<file path="src/rtl/hubris_pkg.sv">
// Shared core definitions: register-address width, ALU command encodings and
// the register-match helper used by the issue-stage hazard logic.
package hubris_pkg;

    localparam int REG_ADDR_W = 5;
    localparam int ALU_CMD_W  = 4;

    typedef logic [REG_ADDR_W-1:0] reg_addr_t;
    typedef logic [ALU_CMD_W-1:0]  alu_cmd_t;

    localparam alu_cmd_t ALU_ADD  = 4'b0000;
    localparam alu_cmd_t ALU_SUB  = 4'b0001;
    localparam alu_cmd_t ALU_SLT  = 4'b0010;
    localparam alu_cmd_t ALU_SLTU = 4'b0011;
    localparam alu_cmd_t ALU_AND  = 4'b0100;
    localparam alu_cmd_t ALU_OR   = 4'b0101;
    localparam alu_cmd_t ALU_XOR  = 4'b0110;
    localparam alu_cmd_t ALU_SLL  = 4'b0111;
    localparam alu_cmd_t ALU_SRL  = 4'b1000;
    localparam alu_cmd_t ALU_SRA  = 4'b1001;

    // x0 is hard-wired zero, so it never matches a producer.
    function automatic logic addr_hit(input reg_addr_t src, input reg_addr_t dst);
        return (src != '0) && (src == dst);
    endfunction

endpackage

</file>
<file path="src/rtl/fwd_mux.sv">
// Priority operand select for one source register: EX result, then WB data,
// then the register-file read data.
module fwd_mux
    import hubris_pkg::*;
#(
    parameter int REG_WIDTH = 32
) (
    input  logic [REG_ADDR_W-1:0] src_addr,
    input  logic [REG_WIDTH-1:0]  id_data,
    input  logic                  ex_fwd_en,
    input  logic [REG_ADDR_W-1:0] ex_rd_addr,
    input  logic [REG_WIDTH-1:0]  ex_data,
    input  logic                  wb_fwd_en,
    input  logic [REG_ADDR_W-1:0] wb_rd_addr,
    input  logic [REG_WIDTH-1:0]  wb_data,
    output logic [REG_WIDTH-1:0]  fwd_data
);

    always_comb begin
        // NOTE: default assignment first so every path drives fwd_data and no latch is inferred.
        fwd_data = id_data;
        if (ex_fwd_en && addr_hit(src_addr, ex_rd_addr)) begin
            fwd_data = ex_data;
        end else if (wb_fwd_en && addr_hit(src_addr, wb_rd_addr)) begin
            fwd_data = wb_data;
        end
    end

endmodule

</file>
<file path="src/rtl/alu_issue_stage.sv">
// Single-entry ID->EX issue register with operand forwarding and hazard stall.
// Define ALU_FWD_EN for EX/WB forwarding; otherwise any RAW match stalls.
module alu_issue_stage
    import hubris_pkg::*;
#(
    parameter int REG_WIDTH = 32
) (
    input  logic                  clk,
    input  logic                  rst_n,
    input  logic                  flush,
    input  logic                  id_valid,
    output logic                  id_ready,
    input  logic [REG_ADDR_W-1:0] id_rs1_addr,
    input  logic [REG_ADDR_W-1:0] id_rs2_addr,
    input  logic [REG_WIDTH-1:0]  id_rs1_data,
    input  logic [REG_WIDTH-1:0]  id_rs2_data,
    input  logic [REG_WIDTH-1:0]  id_imm,
    input  logic                  id_use_imm,
    input  logic [ALU_CMD_W-1:0]  id_alu_cmd,
    input  logic [REG_ADDR_W-1:0] id_rd_addr,
    input  logic                  id_is_load,
    output logic                  ex_valid,
    input  logic                  ex_ready,
    output logic [REG_WIDTH-1:0]  ex_rs1,
    output logic [REG_WIDTH-1:0]  ex_rs2,
    output logic [ALU_CMD_W-1:0]  ex_alu_cmd,
    output logic [REG_ADDR_W-1:0] ex_rd_addr,
    output logic                  ex_is_load,
    input  logic [REG_WIDTH-1:0]  alu_out,
    input  logic [REG_ADDR_W-1:0] wb_rd_addr,
    input  logic [REG_WIDTH-1:0]  wb_rd_data
);

    logic                 rs2_used;
    logic                 ex_hit;
    logic                 stall;
    logic                 accept;
    logic                 ex_fwd_en;
    logic                 wb_fwd_en;
    logic [REG_WIDTH-1:0] rs1_fwd;
    logic [REG_WIDTH-1:0] rs2_fwd;

    assign rs2_used = !id_use_imm;
    assign ex_hit   = ex_valid && (addr_hit(id_rs1_addr, ex_rd_addr) ||
                                   (rs2_used && addr_hit(id_rs2_addr, ex_rd_addr)));

`ifdef ALU_FWD_EN
    // Only a load in EX has no result yet; everything else is forwarded.
    assign stall     = ex_hit && ex_is_load;
    assign ex_fwd_en = ex_valid && !ex_is_load;
    assign wb_fwd_en = 1'b1;
`else
    logic wb_hit;
    assign wb_hit    = addr_hit(id_rs1_addr, wb_rd_addr) ||
                       (rs2_used && addr_hit(id_rs2_addr, wb_rd_addr));
    assign stall     = ex_hit || wb_hit;
    assign ex_fwd_en = 1'b0;
    assign wb_fwd_en = 1'b0;
`endif

    assign id_ready = !stall && (!ex_valid || ex_ready);
    assign accept   = id_valid && id_ready;

    fwd_mux #(.REG_WIDTH(REG_WIDTH)) u_rs1_mux (
        .src_addr   (id_rs1_addr),
        .id_data    (id_rs1_data),
        .ex_fwd_en  (ex_fwd_en),
        .ex_rd_addr (ex_rd_addr),
        .ex_data    (alu_out),
        .wb_fwd_en  (wb_fwd_en),
        .wb_rd_addr (wb_rd_addr),
        .wb_data    (wb_rd_data),
        .fwd_data   (rs1_fwd)
    );

    fwd_mux #(.REG_WIDTH(REG_WIDTH)) u_rs2_mux (
        .src_addr   (id_rs2_addr),
        .id_data    (id_rs2_data),
        .ex_fwd_en  (ex_fwd_en),
        .ex_rd_addr (ex_rd_addr),
        .ex_data    (alu_out),
        .wb_fwd_en  (wb_fwd_en),
        .wb_rd_addr (wb_rd_addr),
        .wb_data    (wb_rd_data),
        .fwd_data   (rs2_fwd)
    );

    // NOTE: sequential state uses non-blocking assignments so every register samples pre-edge values.
    always_ff @(posedge clk or negedge rst_n) begin
        if (!rst_n) begin
            ex_valid <= 1'b0;
        end else if (flush) begin
            ex_valid <= 1'b0;
        end else if (accept) begin
            ex_valid <= 1'b1;
        end else if (ex_ready) begin
            ex_valid <= 1'b0;
        end
    end

    // NOTE: payload registers are reset too because their reset values are architecturally visible.
    always_ff @(posedge clk or negedge rst_n) begin
        if (!rst_n) begin
            ex_rs1     <= '0;
            ex_rs2     <= '0;
            ex_alu_cmd <= ALU_ADD;
            ex_rd_addr <= '0;
            ex_is_load <= 1'b0;
        end else if (accept && !flush) begin
            ex_rs1     <= rs1_fwd;
            ex_rs2     <= id_use_imm ? id_imm : rs2_fwd;
            ex_alu_cmd <= id_alu_cmd;
            ex_rd_addr <= id_rd_addr;
            ex_is_load <= id_is_load;
        end
    end

endmodule

</file>
<file path="config.mk">
export PLATFORM = sky130hd
export DESIGN_NAME = alu_issue_stage
export DESIGN_NICKNAME = d
export VERILOG_FILES = /design/src/rtl/hubris_pkg.sv /design/src/rtl/fwd_mux.sv /design/src/rtl/alu_issue_stage.sv
export SDC_FILE = /design/constraint.sdc
export NUM_CORES = 1
export LEC_CHECK = 0
export BUFFER_PORTS_ARGS = -buffer_cell sky130_fd_sc_hd__buf_2
export CORE_AREA = 2 2 103 105
export DETAILED_ROUTE_END_ITERATION = 10
export DIE_AREA = 0 0 105 107
export GPL_ROUTABILITY_DRIVEN = 0
export PLACE_DENSITY = 0.83
export SLEW_MARGIN = 20
export SYNTH_ARGS = -nofsm -noshare
export SYNTH_HDL_FRONTEND = slang
export SYNTH_SLANG_ARGS = --single-unit
</file>
<file path="constraint.sdc">
create_clock -name clk -period 5.8 [get_ports clk]
set_input_delay 1.16 -clock clk [delete_from_list [all_inputs] [get_ports clk]]
set_output_delay 1.16 -clock clk [all_outputs]
set_load 0.02 [all_outputs]
</file>
==> results of run 1 <==
where the power goes:
part	internal, mW	switching, mW
combinational	0.287	0.290
sequential	0.637	0.0712
clock	0.298	0.186
critical path, stage by stage:
cell and delay [ns]:
buf_2 0.12, xor2_1 0.14, nor4_1 0.31, nand3_1 0.11, a221o_1 0.41, nand2_1 0.09
nor2_1 0.03, buf_2 0.16
layer usage:
metal / vias up / part of all wire, % / wire, um / global-route usage [%]
met3: 12 / 6.0 / 520 / 3.83
met1: 1253 / 38 / 3300 / 17.0
met5: - / 0 / 0 / 0
li1: 1229 / - / - / -
met4: 0 / 1.5 / 128 / 6.19
met2: 110 / 54 / 4650 / 28.8
state kept, by name (all words and copies together) (netlist names):
| signal | count |
|---|---|
| ex_valid | 1 |
| ex_rs2 | 32 |
| ex_rd_addr | 5 |
| ex_alu_cmd | 4 |
| ex_rs1 | 32 |
| ex_is_load | 1 |
through the flow:
step	total power, mW	cell area, um^2
final	1.77	5030
after global routing	1.86	5030
after CTS	1.80	5030
after detailed placement	1.30	4790
after global placement	1.28	4790
after floorplan	1.09	3750
cell usage in the layout (no fill, tap or decap), types with 2 or more instances in the layout:
master     netlist  layout
clkbuf_1         4       2
mux2_4          60      60
dfrtp_1         75      75
nand2_1          2       2
bufinv_16        0       3
xnor2_1         11      11
nor3_1           2       2
nand3_1          3       3
buf_2            0     201
xor2_1           9       9
nor2_1           3       3
buf_4            1       2
clkbuf_8         0      10
mux2_2          46      46
worst paths after layout:
kind                                 from  slack, ns            end
setup / recovery           id_rs2_addr[2]       2.11       id_ready
hold / removal                  ex_rs1[9]       0.50      ex_rs1[9]
setup reg to reg            ex_rd_addr[2]       2.59     ex_rs1[10]
hold reg to reg                 ex_rs1[9]       0.50      ex_rs1[9]
max in group asynchronous           rst_n       4.23  ex_alu_cmd[1]
min in group asynchronous           rst_n       0.94     ex_rs1[13]
logic make-up (layout without fill, tap and decap cells):
kind of cell	count (synthesis)	after routing	synth area share, %
AOI/OAI and AO/OA	4	4	0.900
xor gates and xnor gates	20	20	4.67
buffers and inverters	12	219	4.33
DFF	75	75	50.0
muxes	106	106	37.8
and+or+nand+nor	16	16	2.33
cell type report:
| class | count | share of cell area [%] |
|---|---|---|
| clock buffer | 12 | 2.88 |
| timing repair buffer | 203 | 20.3 |
| clock inverter | 4 | 1.94 |
| tap | 136 | 3.38 |
| multi-input combinational | 146 | 34.2 |
| sequential | 75 | 37.3 |
==> flow_metrics.py, run 1 <==
metrics = {
    "worst_setup_path": {
        "cp.required_ns": 4.64,
        "r2r_cells": 7,
        "path_max_fanout": 3,
        "worstSetupPathType": "input port to output pin",
        "cp-end-kind": "output pin",
        "start_kind": "input port",
        "cp_data_arrival_time_ns": 2.53,
    },
    "placed_design": {
        "dp_hpwl_um": 6560,
        "numPortBuffers": 202,
        "pre_cts_slack_ns": 1.80,
        "dp_cells": 560,
    },
    "layout": {
        "drive_gt1_share_pct": 73.9,
        "num-fill-cells": 940,
        "final_core_util_pct": 49.9,
        "nets": 626,
        "area_delta_synth_final_pct": 34.1,
        "instances_no_fill": 576,
        "num_antenna_cells": 0,
        "seqCellArea_um2": 1880,
        "multi_input_area_um2": 1720,
    },
    "sta": {
        "setup_viol": 0,
        "maxSlewHeadroom_pct": 37.9,
        "worstMarginPinSlew_ns": 0.931,
        "rsz0062_at_grt": "false",
        "finalHoldViolCount": 0,
        "finClkSkew_ns": 0.00920,
        "fin_crit_sh_pct": 63.6,
        "fmax_ghz": 0.271,
        "slew_violations": 0,
        "fin_crit_ns": 3.69,
        "setup_ws_ns": 2.11,
        "finalSetupTns_ns": 0,
        "holdWs_ns": 0.503,
    },
    "logic_synthesis": {
        "synth_async_sr_flop_share_pct": 100,
        "yosys_warnings": 0,
        "synth_top_area_share_pct": 50.0,
        "synth_commonest_cells": "dfrtp_1 (75), mux2_4 (60), mux2_2 (46)",
        "synth.net_count": 424,
        "netlist_area_um2": 3750,
        "synth_edf_count": 0,
        "syn_inst": 233,
        "ys_ff_latch": 75,
        "synth_cell_types": 22,
        "seq_area_frac_synth_pct": 50.0,
        "yosysTopAreaCell": "dfrtp_1",
        "synth.avg_cell_area_um2": 16.1,
        "ys.flop_type": "dfrtp_1",
        "synth.area.top_cells": "dfrtp_1 (50%), mux2_4 (24%), mux2_2 (14%)",
        "yosysMostFrequentCell": "dfrtp_1",
    },
    "route": {
        "drc": 0,
        "first_iter_violations": 78,
        "ant_nets": 0,
        "dr.pass1.iters": 4,
        "num_vias": 2604,
        "postRouteWirelength_um": 8600,
        "wl_per_cell_um": 14.9,
        "vias_per_cell": 4.52,
    },
    "clock_tree": {
        "cts_resized": 0,
        "clock_latency_ns": 0.34,
        "clk_pin_slew_ns": 0.07,
        "tritoncts": "yes",
        "post_cts_buffers": 0,
        "holdBufCountCts": 0,
        "cts_buffers": 9,
        "clock-root-buffer": "clkbuf_8",
        "cts.sinks": 75,
        "cts_max_path_buffers": 2,
        "h-tree-depth": 3,
    },
    "global_route": {
        "grt_pass1_vias": 2863,
        "grt_overflow": 0,
        "grtUsageTotal_pct": 15.6,
        "grt_max_degree": 76,
        "grt_first_pass_wirelength_um": 13600,
        "antenna_found_initial": 0,
    },
    "floorplanning": {
        "die-area_um2": 11200,
        "io_pins": 267,
        "coreArea_um2": 10100,
        "die_h_um": 107,
        "rows": 37,
        "die_w_um": 105,
        "start_util_pct": 37.2,
    },
    "flow_run": {
        "max_cap_viol_count": 0,
    },
    "hold_path": {
        "hold_path_class": "flip-flop to flip-flop",
        "holdPathStages": 1,
    },
    "pwr": {
        "power_leakage_nw": 2.63,
        "p_per_area_nw_per_um2": 351,
        "vdd_drop_max_uv": 135,
    },
    "status": {
        "status": "completed",
    },
}
No activity file was read; power rests on OpenSTA's default activity.
==> run 2, diff against run 1 <==
Clock period 5.8 ns to 3.8 ns, I/O delays scaled along.
==> flow_metrics.py, run 2 (same netlist as run 1, synthesis figures left out) <==
metrics = {
    "clock_tree": {
        "post_cts_buffers": 0,
        "clock_latency_ns": 0.34,
        "h-tree-depth": 3,
        "cts_resized": 0,
        "cts_buffers": 9,
        "clk_pin_slew_ns": 0.08,
        "cts_max_path_buffers": 2,
        "cts.sinks": 75,
        "tritoncts": "yes",
        "clock-root-buffer": "clkbuf_8",
        "holdBufCountCts": 0,
    },
    "placed_design": {
        "numPortBuffers": 202,
        "dp_hpwl_um": 6340,
    },
    "floorplanning": {
        "die_w_um": 105,
        "start_util_pct": 37.2,
        "rows": 37,
        "io_pins": 267,
        "coreArea_um2": 10100,
        "die_h_um": 107,
        "die-area_um2": 11200,
    },
    "worst_setup_path": {
        "crit_family": "simple AND/OR/NAND/NOR gates",
        "crit_path_cell_trace": "buf_2 -> xor2_1 -> nor4_1 -> nand3_1 -> a221o_1 -> nand2_1 -> nor2_1 -> buf_2",
        "cp-end-kind": "output pin",
        "cp_data_arrival_time_ns": 2.09,
        "crit_path_frequent_cell": "buf_2",
        "cpPeakStageDelay_ns": 0.40,
        "path_buf_inv": 2,
        "path_max_fanout": 3,
        "cp_slowest_cell": "a221o_1",
        "cp.required_ns": 3.04,
        "start_kind": "input port",
        "worstSetupPathType": "input port to output pin",
    },
    "sta": {
        "fin_crit_ns": 2.85,
        "finClkSkew_ns": 0.00990,
        "finalSetupTns_ns": 0,
        "fmax_ghz": 0.351,
        "maxSlewHeadroom_pct": 39.0,
        "fin_crit_sh_pct": 75.0,
        "finalHoldViolCount": 0,
        "setup_viol": 0,
        "rsz0062_at_grt": "false",
        "slew_violations": 0,
        "worstMarginPinSlew_ns": 0.915,
        "holdWs_ns": 0.509,
    },
    "pwr": {
        "p_clk_share_pct": 22.5,
        "swShare_pct": 33.7,
        "vdd_drop_max_uv": 228,
        "p_switching_mw": 0.850,
        "combPwrFrac_pct": 34.7,
        "finalPower_mw": 2.52,
        "p_int_mw": 1.67,
        "p_per_area_nw_per_um2": 504,
        "p_seq_share_pct": 42.8,
        "power_leakage_nw": 2.61,
    },
    "layout": {
        "final_core_util_pct": 49.6,
        "layout_commonest_cell": "buf_2",
        "top_regs": "ex_rs1 (32), ex_rs2 (32), ex_rd_addr (5)",
        "nets": 628,
        "num-fill-cells": 928,
        "num_antenna_cells": 0,
        "drive_gt1_share_pct": 74.4,
        "final_cell_mix": "buf_2 (201), dfrtp_1 (75), mux2_4 (60), mux2_2 (46), xnor2_1 (11)",
        "area_delta_synth_final_pct": 33.3,
    },
    "global_route": {
        "grt_max_degree": 76,
        "grt_overflow": 0,
        "grt_pass1_vias": 2807,
        "grt_first_pass_wirelength_um": 13400,
        "antenna_found_initial": 0,
        "grtUsageTotal_pct": 15.1,
    },
    "route": {
        "ant_nets": 0,
        "drc": 0,
        "dr.pass1.iters": 6,
        "postRouteWirelength_um": 8340,
        "wl_per_cell_um": 14.4,
        "vias_per_cell": 4.52,
        "first_iter_violations": 91,
        "num_vias": 2613,
    },
    "flow_run": {
        "max_cap_viol_count": 0,
    },
    "status": {
        "status": "completed",
    },
    "hold_path": {
        "hold_path_class": "flip-flop to flip-flop",
    },
}
## run 2: final cells by class
class	count	area (um^2)	area share (%)
flip-flops and latches	75	1880	37.5
well taps	136	170	3.40
multi-input cells	146	1720	34.4
clock buffers	10	138	2.75
repair buffers	205	1050	21.0
clock inverters	6	48.8	0.975
## run 2: path summary, 6_finish.rpt
check / from / end / slack, ns / cells past startpoint
min: ex_rs1[9] / ex_rs1[9] / 0.51 / 1
max: id_rs2_addr[2] / id_ready / 0.95 / 8
max reg2reg: ex_rd_addr[2] / ex_rs2[29] / 1.26 / 7
min in group asynchronous: rst_n / ex_rs1[14] / 0.55 / 1
max in group asynchronous: rst_n / ex_rd_addr[3] / 2.66 / 1
min reg2reg: ex_rs1[9] / ex_rs1[9] / 0.51 / 1
## run 2: routing by layer
metal	vias to the layer above	track usage, %	share of wire [%]
li1	1233	-	-
met1	1260	16.8	39
met2	108	27.4	53
met3	12	4.26	6.9
met4	0	6.00	1.4
met5	-	0	0
## run 2: stage by stage
step	instance area, um^2	setup WS [ns]	cells
finish	5000	0.949	578
global route	5000	0.881	578
CTS	5000	0.943	578
detailed placement	4820	0.819	562
global placement	4820	0.864	562
floorplan	3750	1.23	233
## run 2: power by group through the flow
stage	Combinational, mW	Clock, mW	Sequential, mW
after floorplan	0.366	0	1.30
after global placement	0.869	0	1.08
after detailed placement	0.890	0	1.09
after CTS	0.888	0.593	1.08
after global routing	0.930	0.632	1.10
final	0.874	0.567	1.08
==> run 3, diff against run 2 <==
Clock period 3.8 ns to 2.7 ns, I/O delays scaled along.
==> flow_metrics.py, run 3 (same netlist as run 1, synthesis figures left out) <==
metrics = {
    "status": {
        "status": "completed",
    },
    "worst_setup_path": {
        "cp.required_ns": 2.16,
        "r2r-start": "ex_rd_addr[1]",
        "cp_data_arrival_time_ns": 1.99,
        "worstSetupPathType": "flip-flop to output pin",
        "path_max_fanout": 4,
        "startpoint": "ex_rd_addr[1]",
        "start_kind": "flip-flop",
        "cp-end-kind": "output pin",
    },
    "pwr": {
        "p_per_area_nw_per_um2": 706,
        "vdd_drop_max_uv": 325,
        "p_clk_share_pct": 22.0,
        "p_seq_share_pct": 42.7,
        "p_int_mw": 2.36,
        "p_switching_mw": 1.20,
        "power_leakage_nw": 2.63,
        "combPwrFrac_pct": 35.3,
        "swShare_pct": 33.6,
    },
    "floorplanning": {
        "die_w_um": 105,
        "rows": 37,
        "io_pins": 267,
        "die-area_um2": 11200,
        "start_util_pct": 37.2,
        "coreArea_um2": 10100,
        "die_h_um": 107,
    },
    "sta": {
        "setup_viol": 0,
        "setup_ws_ns": 0.174,
        "rsz0062_at_grt": "false",
        "fin_crit_sh_pct": 93.5,
        "fmax_ghz": 0.396,
        "worstMarginPinSlew_ns": 0.933,
        "holdWs_ns": 0.336,
        "slew_violations": 0,
        "finalSetupTns_ns": 0,
        "fin_crit_ns": 2.53,
        "maxSlewHeadroom_pct": 37.8,
        "finalHoldViolCount": 0,
        "finClkSkew_ns": 0.00900,
    },
    "clock_tree": {
        "clock-root-buffer": "clkbuf_8",
        "tritoncts": "yes",
        "cts.sinks": 75,
        "holdBufCountCts": 0,
        "clock_latency_ns": 0.34,
        "cts_buffers": 9,
        "h-tree-depth": 3,
        "cts_max_path_buffers": 2,
        "clk_pin_slew_ns": 0.08,
    },
    "route": {
        "dr.pass1.iters": 4,
        "ant_nets": 0,
        "drc": 0,
        "first_iter_violations": 100,
        "num_vias": 2668,
        "vias_per_cell": 4.59,
        "wl_per_cell_um": 14.9,
        "postRouteWirelength_um": 8670,
    },
    "global_route": {
        "met2_usage_pct": 27.2,
        "grt_max_degree": 76,
        "grt_pass1_vias": 2790,
        "grtUsageTotal_pct": 15.1,
        "met1_usage_pct": 16.9,
        "top_usage_layer": "met2",
        "grt_first_pass_wirelength_um": 13200,
        "antenna_found_initial": 0,
        "grt_util_met3_pct": 3.95,
        "grt_overflow": 0,
    },
    "layout": {
        "final_core_util_pct": 50.0,
        "seqCellArea_um2": 1880,
        "nets": 631,
        "area_delta_synth_final_pct": 34.3,
        "num-fill-cells": 946,
        "final_cell_mix": "buf_2 (201), dfrtp_1 (73), mux2_4 (60), mux2_2 (46), xnor2_1 (11)",
        "multi_input_area_um2": 1730,
        "top_regs": "ex_rs1 (32), ex_rs2 (32), ex_rd_addr (5)",
        "layout_commonest_cell": "buf_2",
        "drive_gt1_share_pct": 75.1,
        "num_antenna_cells": 0,
    },
    "placed_design": {
        "dp_hpwl_um": 6380,
        "pre_cts_slack_ns": 0.150,
        "numPortBuffers": 202,
    },
    "hold_path": {
        "hold_path_class": "input port to async pin",
    },
    "flow_run": {
        "max_cap_viol_count": 0,
    },
}
run 3: cell types whose count changed in the layout (fill, tap and decap cells not counted):
cell and change:
nor4_2 +1, clkinvlp_4 -1, buf_4 +2, clkbuf_1 +1
dfrtp_2 +2, dfrtp_1 -2, inv_6 -1, nor4_1 -1
buf_12 +1, clkinv_2 +1
run 3: area by class of cell:
class	instances	area share [%]
timing repair buffer	208	21.5
multi-input combinational	146	34.3
clock buffer	11	2.80
clock inverter	5	0.745
sequential	75	37.3
tap	136	3.38
run 3: layer usage:
metal	part of all wire, %	routed length [um]	vias up
li1	-	-	1239
met4	1.9	163	0
met2	53	4610	116
met1	38	3320	1299
met5	0	0	-
met3	6.6	574	14
run 3: worst paths after layout:
kind,slack (ns),to,cells past startpoint
worst max register to register,0.43,ex_rs1[7],7
max in group asynchronous,1.71,ex_rd_addr[1],1
worst min-delay path,0.34,ex_rs1[14],1
worst min register to register,0.50,ex_rs1[5],1
min in group clk,0.37,ex_valid,2
worst max-delay path,0.17,id_ready,7
run 3: power groups by stage:
stage	logic, mW	clock network [mW]	registers, mW
floorplan	0.515	0	1.83
global placement	1.22	0	1.52
detailed placement	1.25	0	1.54
CTS	1.25	0.828	1.52
global route	1.34	0.871	1.55
finish	1.26	0.784	1.52
run 3: metrics by stage:
| step | cell area (um^2) | cells | power [mW] |
|---|---|---|---|
| after floorplan | 3750 | 233 | 2.35 |
| after global placement | 4830 | 562 | 2.75 |
| after detailed placement | 4830 | 562 | 2.79 |
| after CTS | 5010 | 578 | 3.60 |
| after global routing | 5040 | 581 | 3.76 |
| final | 5040 | 581 | 3.56 |
run 3: critical path, cell delays in order, from the launching register on:
cell and delay, ns:
dfrtp_2 0.44, xor2_1 0.17, nor4_2 0.28, nand3_1 0.10, a221o_1 0.37, nand2_1 0.09, nor2_1 0.04, buf_2 0.16
run 3: timing repair:
item	in CTS	in global routing
endpoints found under the hold margin	0	0
buffers inserted	0	3
resized for setup	0	3
endpoints found under the setup margin	0	1
